==> src/rtl/tri_raster_pkg.sv <==
// Shared definitions for the triangle rasterizer and its downstream collector.
//   CW_DEF       : default coordinate width (grid is 2^CW_DEF square)
//   N_DEF        : default grid edge length
//   coll_state_e : collector FSM states
//   point_t      : one rasterized point {x, y}
package tri_raster_pkg;

    localparam int CW_DEF = 3;
    localparam int N_DEF  = 1 << CW_DEF;

    typedef enum logic [1:0] {
        IDLE    = 2'd0,
        COLLECT = 2'd1,
        DRAIN   = 2'd2,
        DONE    = 2'd3
    } coll_state_e;

    typedef struct packed {
        logic [CW_DEF-1:0] x;
        logic [CW_DEF-1:0] y;
    } point_t;

endpackage

==> src/rtl/tri_bitmap_store.sv <==
// N x N occupancy bitmap held in flops.
// Ports:
//   clk, reset        : clock, synchronous active-high reset (clears everything)
//   clr_i             : synchronous clear of the whole bitmap
//   set_en_i/y/x      : set bit [y][x]; prior_o gives that bit's value before the set
//   rd_en_i, rd_y_i   : load row rd_y_i into the registered read port
//   rd_row_o          : registered row data
module tri_bitmap_store
    import tri_raster_pkg::*;
#(
    parameter int  CW = CW_DEF,
    localparam int N  = 1 << CW
) (
    input  logic          clk,
    input  logic          reset,
    input  logic          clr_i,
    input  logic          set_en_i,
    input  logic [CW-1:0] set_y_i,
    input  logic [CW-1:0] set_x_i,
    output logic          prior_o,
    input  logic          rd_en_i,
    input  logic [CW-1:0] rd_y_i,
    output logic [N-1:0]  rd_row_o
);

    logic [N-1:0] mem_q [N];
    logic [N-1:0] rd_row_q;

    // Combinational look-up lets the caller classify the point as new or
    // duplicate in the same cycle the set is issued.
    assign prior_o  = mem_q[set_y_i][set_x_i];
    assign rd_row_o = rd_row_q;

    always_ff @(posedge clk) begin
        if (reset || clr_i) begin
            for (int i = 0; i < N; i++) begin
                mem_q[i] <= '0;
            end
        end else if (set_en_i) begin
            mem_q[set_y_i][set_x_i] <= 1'b1;
        end
    end

    always_ff @(posedge clk) begin
        if (reset) begin
            rd_row_q <= '0;
        end else if (rd_en_i) begin
            rd_row_q <= mem_q[rd_y_i];
        end
    end

endmodule

==> src/rtl/tri_bitmap_collector.sv <==
// Collects one triangle's rasterized points into an occupancy bitmap, counts
// unique pixels, flags duplicates and stray points, then streams the bitmap
// out one row per transfer.
// Ports:
//   clk, reset            : clock, synchronous active-high reset
//   busy_i                : rasterizer frame in progress
//   po_i, xo_i, yo_i      : point strobe and coordinates
//   row_ready             : downstream accepts the presented row
//   row_valid, row_idx,
//   row_bits              : row output (bit x set = pixel (x, row_idx) drawn)
//   pix_count             : unique pixels in the frame
//   frame_done            : one-cycle pulse after the last row is accepted
//   dup_err, lost_err     : sticky duplicate / point-outside-collect flags
//   state_o               : current FSM state (debug)
module tri_bitmap_collector
    import tri_raster_pkg::*;
#(
    parameter int  CW = CW_DEF,
    localparam int N  = 1 << CW,
    localparam int PW = 2 * CW + 1
) (
    input  logic          clk,
    input  logic          reset,
    input  logic          busy_i,
    input  logic          po_i,
    input  logic [CW-1:0] xo_i,
    input  logic [CW-1:0] yo_i,
    input  logic          row_ready,
    output logic          row_valid,
    output logic [CW-1:0] row_idx,
    output logic [N-1:0]  row_bits,
    output logic [PW-1:0] pix_count,
    output logic          frame_done,
    output logic          dup_err,
    output logic          lost_err,
    output logic [1:0]    state_o
);

    coll_state_e   state_q, state_d;
    logic [PW-1:0] pix_q, pix_d;
    logic          dup_q, dup_d;
    logic          lost_q, lost_d;
    logic          row_valid_q, row_valid_d;
    logic [CW-1:0] row_idx_q, row_idx_d;

    logic          set_en;
    logic          prior;
    logic          rd_en;
    logic [CW-1:0] rd_y;
    logic          clr_all;

    tri_bitmap_store #(.CW(CW)) u_store (
        .clk      (clk),
        .reset    (reset),
        .clr_i    (clr_all),
        .set_en_i (set_en),
        .set_y_i  (yo_i),
        .set_x_i  (xo_i),
        .prior_o  (prior),
        .rd_en_i  (rd_en),
        .rd_y_i   (rd_y),
        .rd_row_o (row_bits)
    );

    always_ff @(posedge clk) begin
        if (reset) begin
            state_q     <= IDLE;
            pix_q       <= '0;
            dup_q       <= 1'b0;
            lost_q      <= 1'b0;
            row_valid_q <= 1'b0;
            row_idx_q   <= '0;
        end else begin
            state_q     <= state_d;
            pix_q       <= pix_d;
            dup_q       <= dup_d;
            lost_q      <= lost_d;
            row_valid_q <= row_valid_d;
            row_idx_q   <= row_idx_d;
        end
    end

    // Row handshake: a transfer happens on a clock edge where row_valid and
    // row_ready are both high. While row_valid is high and row_ready is low,
    // row_valid, row_idx and row_bits hold. The row after a transfer is read
    // from the bitmap on that same edge, so it is presented the next cycle.
    always_comb begin
        state_d     = state_q;
        pix_d       = pix_q;
        dup_d       = dup_q;
        lost_d      = lost_q;
        row_valid_d = row_valid_q;
        row_idx_d   = row_idx_q;
        set_en      = 1'b0;
        rd_en       = 1'b0;
        rd_y        = '0;
        clr_all     = 1'b0;

        unique case (state_q)
            IDLE: begin
                if (busy_i) begin
                    // Frame start; the bitmap is already clear, so a point
                    // arriving with busy is always new.
                    state_d = COLLECT;
                    pix_d   = po_i ? PW'(1) : '0;
                    dup_d   = 1'b0;
                    lost_d  = 1'b0;
                    set_en  = po_i;
                end else if (po_i) begin
                    lost_d = 1'b1;
                end
            end
            COLLECT: begin
                if (po_i) begin
                    set_en = 1'b1;
                    if (prior) begin
                        dup_d = 1'b1;
                    end else if (pix_q != PW'(N * N)) begin
                        pix_d = pix_q + PW'(1);
                    end
                end
                if (!busy_i) begin
                    state_d = DRAIN;
                end
            end
            DRAIN: begin
                if (po_i) begin
                    lost_d = 1'b1;
                end
                if (!row_valid_q) begin
                    // First DRAIN cycle: prefetch row 0.
                    rd_en       = 1'b1;
                    rd_y        = '0;
                    row_valid_d = 1'b1;
                    row_idx_d   = '0;
                end else if (row_ready) begin
                    if (row_idx_q == CW'(N - 1)) begin
                        row_valid_d = 1'b0;
                        clr_all     = 1'b1;
                        state_d     = DONE;
                    end else begin
                        rd_en     = 1'b1;
                        rd_y      = row_idx_q + CW'(1);
                        row_idx_d = row_idx_q + CW'(1);
                    end
                end
            end
            DONE: begin
                if (po_i) begin
                    lost_d = 1'b1;
                end
                state_d = IDLE;
            end
            default: begin
                state_d = IDLE;
            end
        endcase
    end

    assign row_valid  = row_valid_q;
    assign row_idx    = row_idx_q;
    assign pix_count  = pix_q;
    assign dup_err    = dup_q;
    assign lost_err   = lost_q;
    assign frame_done = (state_q == DONE);
    assign state_o    = state_q;

endmodule
==> config.mk <==
export PLATFORM = sky130hd
export DESIGN_NAME = tri_bitmap_collector
export DESIGN_NICKNAME = d
export VERILOG_FILES = /design/src/rtl/tri_raster_pkg.sv /design/src/rtl/tri_bitmap_store.sv /design/src/rtl/tri_bitmap_collector.sv
export SDC_FILE = /design/constraint.sdc
export NUM_CORES = 1
export LEC_CHECK = 0
export BUFFER_PORTS_ARGS = -buffer_cell sky130_fd_sc_hd__buf_2
export CAP_MARGIN = 20
export CORE_MARGIN = 4
export CORE_UTILIZATION = 50
export CTS_CLUSTER_DIAMETER = 80
export DETAILED_ROUTE_END_ITERATION = 6
export PLACE_DENSITY = 0.67
export SETUP_SLACK_MARGIN = 0.2
export SLEW_MARGIN = 10
export SYNTH_ARGS = -nofsm -noshare
export SYNTH_HDL_FRONTEND = slang
export SYNTH_SLANG_ARGS = --single-unit
==> constraint.sdc <==
create_clock -name clk -period 2.9 [get_ports clk]
set_input_delay 0.58 -clock clk [delete_from_list [all_inputs] [get_ports clk]]
set_output_delay 0.58 -clock clk [all_outputs]
set_load 0.02 [all_outputs]
==> metrics.txt, run 1 <==
FP Rows 34; Setup Crit Path Kind in2reg; Top Metal Used met4; status finished, final reports clean; Non-Filler Instances ~680; via count around 4,000; CTS clk-pin slew, worst paths 0.09 ns; share of layout cells above drive strength 1 ~18%; synth warn 0; drt first-iter violations 275; cell with the most instances after synthesis nand2_1; measured slew at the worst slew-check pin just under 0.7 ns; setup violators final 0; clk_skew just under 0.01 ns; Final Hold Viols 0; Syn Nets approximately 550; top_reg_cell synth dfxtp_1; Tcrit/Tclk final roughly 87%; Core Region between 8000 and 9000 um^2; largest net degree at the start of global routing between 60 and 70; top cells by count, synth 117 x nand2_1, 87 x dfxtp_1, 41 x o21ai_0, 27 x nand3_1, 26 x nor2_1; clock root cell clkbuf_8; die area ~10,000 um^2; Die Ht ~100 um; fin crit period ~2.5 ns; Area after DPL around 4800 um^2; WL per Instance around 18 um; CP Data Arrival Time about 2.8 ns; DP Cell Count between 600 and 700; Final ANT Viol Nets 0; clk_lat worst skew about 0.36 ns; Antenna Cells 0; post-synth cell types 58; GRT Resource Usage Total roughly a quarter; Reg2Reg Launch Point row_idx[0]; max cap viols 0; Critical Path End Type flop; cell area after synthesis around 4400 um^2; clock sink count between 80 and 90; worst-path fanout max 13; worst setup path start yo_i[0]; vias per inst 6.07; EDFF count, synth 0; final core utilization a little under three fifths; initial core utilization roughly half; P_leak ~1.8 nW; htree depth 3; RSZ-0062 raised after global routing no; Critical Path Source Type input port; Rel. slew slack a little over half; Synth top area share slightly below 40%; Max Root-Sink Buffers 2; worst min-delay path startpoint u_store.mem_q[3][0]; M1 WL around 5200 um; Fmax 395 MHz; Synth area leaders dfxtp_1 39%, nand2_1 9.9%, a22o_1 4.7%; TritonCTS Buffers 9; TNS Setup 0 ns; WL met3 850 um; Detailed Route WL approximately 12,000 um; initial antenna violation count 0; first-pass GRT wire length 20,100 um; post-synthesis async set-or-reset flop share 0%; fin nets 584; sequential area share after synthesis about 39%; dpl hpwl 9110 um; num ports 35; vias in the first global route approximately 4,000; DRC errors left 0; worst path required time between 3 and 4 ns; metal2 WL 6080 um; grt ovf 0; dominant cell type by area after synthesis dfxtp_1; #FFs+latches synth between 80 and 90; width of the chip about 100 um; Slew Viols, Final 0; worst min-delay path class reg2reg; count of input and output buffers 34; drt pass-1 iters 5; Worst VDD drop roughly 260 uV; CTS tree yes; power density of the placed cells between 500 and 600 nW/um^2; Area growth syn-to-layout 12.0%; GPL Wtd Cong around 0.90; Post-Synthesis Cells 530; Finished Cell Area between 4000 and 5000 um^2; syn avg cell area between 8 and 9 um^2
[worst paths after layout]
path	slack, ns	depth (start not counted)	to
worst min-delay path	0.48	2	u_store.mem_q[3][0]
worst min register to register	0.48	2	u_store.mem_q[3][0]
worst max register to register	0.52	9	u_store.rd_row_o[6]
worst max-delay path	0.37	9	pix_count[5]
[cells in the final DEF (no fill, tap or decap), types with 9 or more instances in the layout]
| cell type | instances |
|---|---|
| nand2_1 | 117 |
| dfxtp_1 | 87 |
| o21ai_0 | 41 |
| buf_2 | 34 |
| nand3_1 | 27 |
| nor2_1 | 25 |
| a22o_1 | 24 |
| buf_4 | 23 |
| a21oi_1 | 11 |
| a211oi_1 | 10 |
| clkbuf_8 | 10 |
| inv_1 | 9 |
| or3_1 | 9 |
| nor2b_1 | 9 |
| mux2_2 | 9 |
| a311oi_1 | 9 |
[power breakdown]
part / internal (mW) / switching, mW / leakage (nW)
registers: 1.27 / 0.0606 / 0.702
clock network: 0.426 / 0.450 / 0.103
logic: 0.259 / 0.476 / 1.03
total: 1.96 / 0.987 / 1.83
[repair_timing]
action	CTS	global route
setup buffers	0	0
resized for setup	0	1
hold buffers	0	0
endpoints found under the setup margin	0	2
[flip-flops by register name, summed over array words and instances (netlist names)]
signal / count
lost_err: 1
row_idx: 3
u_store.rd_row_o: 8
state_o: 2
dup_err: 1
pix_count: 7
u_store.mem_q: 64
row_valid: 1
[routing by layer]
| metal | global-route usage, % | vias up |
|---|---|---|
| met1 | 29.8 | 1951 |
| met4 | 10.7 | 0 |
| met2 | 42.9 | 135 |
| li1 | - | 1999 |
| met5 | 0 | - |
| met3 | 5.87 | 30 |
[worst max-delay path, cell delays in order]
cell	delay, ns
buf_2	0.24
mux2_2	0.38
a221o_1	0.31
a221oi_2	0.23
a211oi_1	0.09
a21oi_2	0.15
a31oi_2	0.25
or4_1	0.53
nand2_1	0.07
[area by class of cell]
class	instances	area, um^2
sequential	87	1740
clock inverter	6	68.8
inverter	11	43.8
fill	822	3710
multi-input combinational	398	2470
timing repair buffer	58	363
clock buffer	10	138
tap	108	135
[cell families (layout without fill, tap and decap cells)]
kind of cell / Yosys count / count (layout) / share of synthesized area (%)
adder cells (fa/ha/maj): 8 / 8 / 2.26
multiplexers: 21 / 21 / 6.13
AO/OA/AOI/OAI: 145 / 145 / 24.0
AND/OR/NAND/NOR: 224 / 224 / 23.1
buffers and inverters: 45 / 85 / 5.17
flip-flops: 87 / 87 / 39.3
[through the flow]
step           hold WS (ns)  power (mW)  worst slack, ns
2_1_floorplan         0.437        1.89            0.440
3_3_place_gp          0.452        2.08           0.0869
3_5_place_dp          0.464        2.10           0.0111
4_1_cts               0.487        2.96            0.397
5_1_grt               0.507        3.10            0.272
6_report              0.480        2.94            0.369
Note: power is estimated with default switching activity, not from simulation.
==> run 2, diff against run 1 <==
--- a/config.mk
+++ b/config.mk
@@ -8,10 +8,9 @@
 export BUFFER_PORTS_ARGS = -buffer_cell sky130_fd_sc_hd__buf_2
 export CAP_MARGIN = 20
 export CORE_MARGIN = 4
-export CORE_UTILIZATION = 50
-export CTS_CLUSTER_DIAMETER = 80
+export CORE_UTILIZATION = 40
 export DETAILED_ROUTE_END_ITERATION = 6
-export PLACE_DENSITY = 0.67
+export PLACE_DENSITY = 0.56
 export SETUP_SLACK_MARGIN = 0.2
 export SLEW_MARGIN = 10
 export SYNTH_ARGS = -nofsm -noshare
==> run 2 against run 1 <==
Wire length grew 7.4%; sequential share of layout area shrank 0.25 points; clock skew grew 0.0027 ns; combinational power grew 2.9%; critical path depth shrank 1; hold slack gained 0.013 ns; cell count grew 4.4%.
==> metrics.txt, run 2 (synthesis results as in run 1) <==
Core Region between 10,000 and 15,000 um^2; worst path required time approximately 3.2 ns; Worst VDD drop 318 uV; CTS clk-pin slew, worst paths 0.08 ns; Detailed Route WL 13,400 um; dpl hpwl approximately 9600 um; drt first-iter violations ~380; Final WS setup 0.355 ns; CTS tree yes; FP Rows 38; clk_lat worst skew a little under 0.4 ns; count of input and output buffers 34; first-pass GRT wire length 20,800 um; largest net degree at the start of global routing 66; clk_skew between 0.01 and 0.015 ns; Max Root-Sink Buffers 2; grt ovf 0; P_leak 1.83 nW; status finished, final reports clean; Tcrit/Tclk final about 88%; die area between 10,000 and 15,000 um^2; WL per Instance between 15 and 20 um; initial core utilization 40.9%; drt pass-1 iters 5; Antenna Cells 0; max reg flops 64; dpl ws roughly 0.059 ns; Critical Path Source Type flop; Final Hold Viols 0; RSZ-0062 raised after global routing no; htree depth 3; TNS Setup 0 ns; via count 4,108; clock sink count 87; num ports 35; Biggest register u_store.mem_q; setup repair bufs after CTS 0; Die Ht 113 um; measured slew at the worst slew-check pin ~0.8 ns; vias in the first global route 3,771; width of the chip 113 um; commonest non-fill, non-tap cell in the layout nand2_1; TritonCTS Buffers 9; DRC errors left 0; CP Data Arrival Time about 2.8 ns; fin nets a little under 600; Critical Path End Type flop; Fmax 393 MHz; worst-path fanout max 15; Area growth syn-to-layout 12.8%; Slew Viols, Final 0; Rel. slew slack 45.2%; worst min-delay path class reg2reg; fin crit period about 2.5 ns; commonest non-fill, non-tap cells in the layout 117 x nand2_1, 87 x dfxtp_1, 41 x o21ai_0, 34 x buf_2, 27 x nand3_1; Resized Gates After CTS 0; share of layout cells above drive strength 1 between 15 and 20%; Final ANT Viol Nets 0; max cap viols 0; power density of the placed cells 605 nW/um^2; Filler Cell Count around 1,100; setup violators final 0; initial antenna violation count 0; vias per inst 5.80; Setup Crit Path Kind reg2reg; GPL Wtd Cong around 0.86; GRT Resource Usage Total 21.0%; clock root cell clkbuf_8; CTS Hold Buffers Added 0
==> run 2: metal layers <==
metal	up-vias	track usage [%]	wire length (um)
li1	1996	-	-
met3	24	4.22	762
met5	-	0	0
met4	0	9.29	342
met1	1966	26.9	6050
met2	122	34.3	6260
==> run 2: layout make-up <==
| cell class | count | area, um^2 | area share, % |
|---|---|---|---|
| Multi-Input combinational cell | 398 | 2470 | 49.4 |
| Clock inverter | 3 | 67.6 | 1.35 |
| Tap cell | 140 | 175 | 3.50 |
| Clock buffer | 12 | 145 | 2.90 |
| Timing Repair Buffer | 57 | 355 | 7.11 |
| Inverter | 11 | 43.8 | 0.876 |
| Sequential cell | 87 | 1740 | 34.8 |
==> run 2: stage by stage <==
stage	hold slack [ns]	cell area [um^2]	utilization, %	cells	power [mW]
floorplan	0.437	4430	-	530	1.89
global placement	0.461	4790	44.2	693	2.10
finish	0.493	5000	46.1	708	3.03
CTS	0.489	5000	46.1	708	3.05
detailed placement	0.472	4790	44.2	693	2.11
global route	0.511	5000	46.1	708	3.17
==> run 2: path summary, 6_finish.rpt <==
kind	from	end	slack [ns]	depth (start not counted)
worst max register to register	state_o[0]	u_store.rd_row_o[6]	0.36	8
worst min-delay path	u_store.mem_q[3][2]	u_store.mem_q[3][2]	0.49	2
worst max-delay path	state_o[0]	u_store.rd_row_o[6]	0.36	8
worst min register to register	u_store.mem_q[3][2]	u_store.mem_q[3][2]	0.49	2
==> run 2: power breakdown <==
| group | internal [mW] | total [mW] | switching [mW] |
|---|---|---|---|
| logic | 0.262 | 0.757 | 0.494 |
| clock network | 0.505 | 0.939 | 0.434 |
| registers | 1.27 | 1.33 | 0.0595 |
==> run 2: worst max-delay path: stages, from the launching register on <==
cell	delay, ns
dfxtp_1	0.41
inv_1	0.09
ha_1	0.22
and3_1	0.24
nand2b_1	0.61
and3_1	0.27
a311oi_1	0.05
a31oi_1	0.39
a211oi_1	0.14
==> run 3, diff against run 2 <==
--- a/config.mk
+++ b/config.mk
@@ -7,7 +7,6 @@
 export LEC_CHECK = 0
 export BUFFER_PORTS_ARGS = -buffer_cell sky130_fd_sc_hd__buf_2
 export CAP_MARGIN = 20
-export CORE_MARGIN = 4
 export CORE_UTILIZATION = 40
 export DETAILED_ROUTE_END_ITERATION = 6
 export PLACE_DENSITY = 0.56
==> run 3 against run 2 <==
Hold slack got worse by 0.015 ns; clock power down 9.8%; critical path depth grew 1; sequential power is essentially flat; first-iteration DRC count fell by 6.0%; core utilization up 0.63 points; design area grew 0.93%; non-clock buffer count increased by 7; clock skew down 0.0041 ns; critical path type is now in2reg; register-to-register slack gained 0.12 ns.
==> metrics.txt, run 3 (synthesis results as in run 1) <==
Rel. slew slack between 50% and 60%; Die Ht 107 um; vias in the first global route 3,807; Detailed Route WL 13,100 um; clk_skew approximately 0.0083 ns; TritonCTS Buffers 9; Antenna Cells 0; via count a little over 4,000; clock root cell clkbuf_8; worst min-delay path class reg2reg; die area about 12,000 um^2; Area growth syn-to-layout 13.9%; reg2reg setup slack 0.48 ns; CP Data Arrival Time about 2.8 ns; Core Region roughly 11,000 um^2; max reg flops 64; dpl hpwl 9490 um; Final Hold Viols 0; Non-Filler Instances 716; Worst path max stage delay 0.47 ns; first-pass GRT wire length about 21,000 um; RSZ-0062 raised after global routing no; Setup Crit Path Kind in2reg; Worst VDD drop 373 uV; Critical Path Source Type input port; power density of the placed cells slightly below 600 nW/um^2; vias per inst just under 6; CTS clk-pin slew, worst paths 0.08 ns; share of layout cells above drive strength 1 between 10% and 20%; drt pass-1 iters 6; DP Cell Count 700; measured slew at the worst slew-check pin 0.660 ns; fin crit period ~2.5 ns; Slowest cell on crit path a2111oi_2; clk_lat worst skew between 0.3 and 0.4 ns; WL per Instance 18.3 um; count of input and output buffers 34; Max Root-Sink Buffers 2; CTS tree yes; Tcrit/Tclk final a little under 90%; cells along the critical path buf_2 -> mux2_2 -> a221o_1 -> a221oi_2 -> a211oi_1 -> a21oi_2 -> a31oi_2 -> a2111oi_2 -> a211oi_2; FP Rows 38; initial core utilization around two fifths; drt first-iter violations approximately 360; fin nets roughly 600; Slew Viols, Final 0; status finished, final reports clean; commonest non-fill, non-tap cells in the layout 117 x nand2_1, 87 x dfxtp_1, 41 x o21ai_0, 34 x buf_2, 28 x buf_4; grt ovf 0; total power between 2 and 3 mW; Worst path top cell family by delay compound AO/OA/AOI/OAI gates; Critical Path End Type flop; Final ANT Viol Nets 0; DRC errors left 0; P_leak 1.86 nW; Biggest register u_store.mem_q; GRT Resource Usage Total approximately 24%; worst path required time around 3.2 ns; initial antenna violation count 0; max cap viols 0; clock sink count 87; width of the chip about 110 um; largest net degree at the start of global routing between 60 and 70; GPL Wtd Cong about 0.89; setup violators final 0; num ports 35; worst path bufs/invs 1; commonest non-fill, non-tap cell in the layout nand2_1; htree depth 3; worst-path fanout max 13; Fmax about 400 MHz
run 3: changes by cell type in the layout (fill, tap and decap cells not counted):
cell | previous run | this run
buf_12 | 1 | 2
buf_4 | 22 | 28
bufinv_16 | 2 | 1
clkbuf_1 | 2 | 3
clkinv_2 | 0 | 1
nor2_1 | 26 | 25
nor2_2 | 1 | 2
run 3: layout make-up:
type	count	area [um^2]
tap	140	175
timing repair buffer	64	420
multi-input combinational	398	2470
clock inverter	3	42.5
sequential	87	1740
clock buffer	13	149
inverter	11	43.8
fill	1107	5750
run 3: per-stage QoR:
step / hold WS [ns] / util, % / cell area [um^2] / setup TNS, ns / worst slack (ns)
final: 0.478 / 46.8 / 5050 / 0 / 0.376
after global routing: 0.511 / 46.8 / 5050 / 0 / 0.232
after CTS: 0.484 / 46.7 / 5040 / 0 / 0.364
after detailed placement: 0.465 / 45.0 / 4850 / -0.0396 / -0.0236
after global placement: 0.466 / 45.0 / 4850 / 0 / 0.0538
after floorplan: 0.437 / - / 4430 / 0 / 0.440
run 3: path summary, 6_finish.rpt:
check | from | to | depth (start not counted)
setup / recovery | yo_i[0] | pix_count[0] | 9
hold / removal | dup_err | dup_err | 1
setup reg to reg | state_o[0] | u_store.mem_q[5][7] | 9
hold reg to reg | dup_err | dup_err | 1
run 3: layer usage:
layer / wire [um] / global-route usage (%)
met3: 658 / 4.13
met1: 6100 / 31.6
met5: 0 / 0
met2: 5990 / 39.9
met4: 323 / 8.71
run 3: where the power goes:
part / switching [mW] / internal (mW) / leakage (nW)
sequential: 0.0643 / 1.27 / 0.702
clock: 0.425 / 0.422 / 0.0936
combinational: 0.489 / 0.267 / 1.06
run 3: repair_timing:
action / 4_1_cts / 5_1_grt
buffers inserted: 0 / 0
endpoints found under the setup margin: 0 / 4
hold buffers: 0 / 0
gates resized for setup: 0 / 1
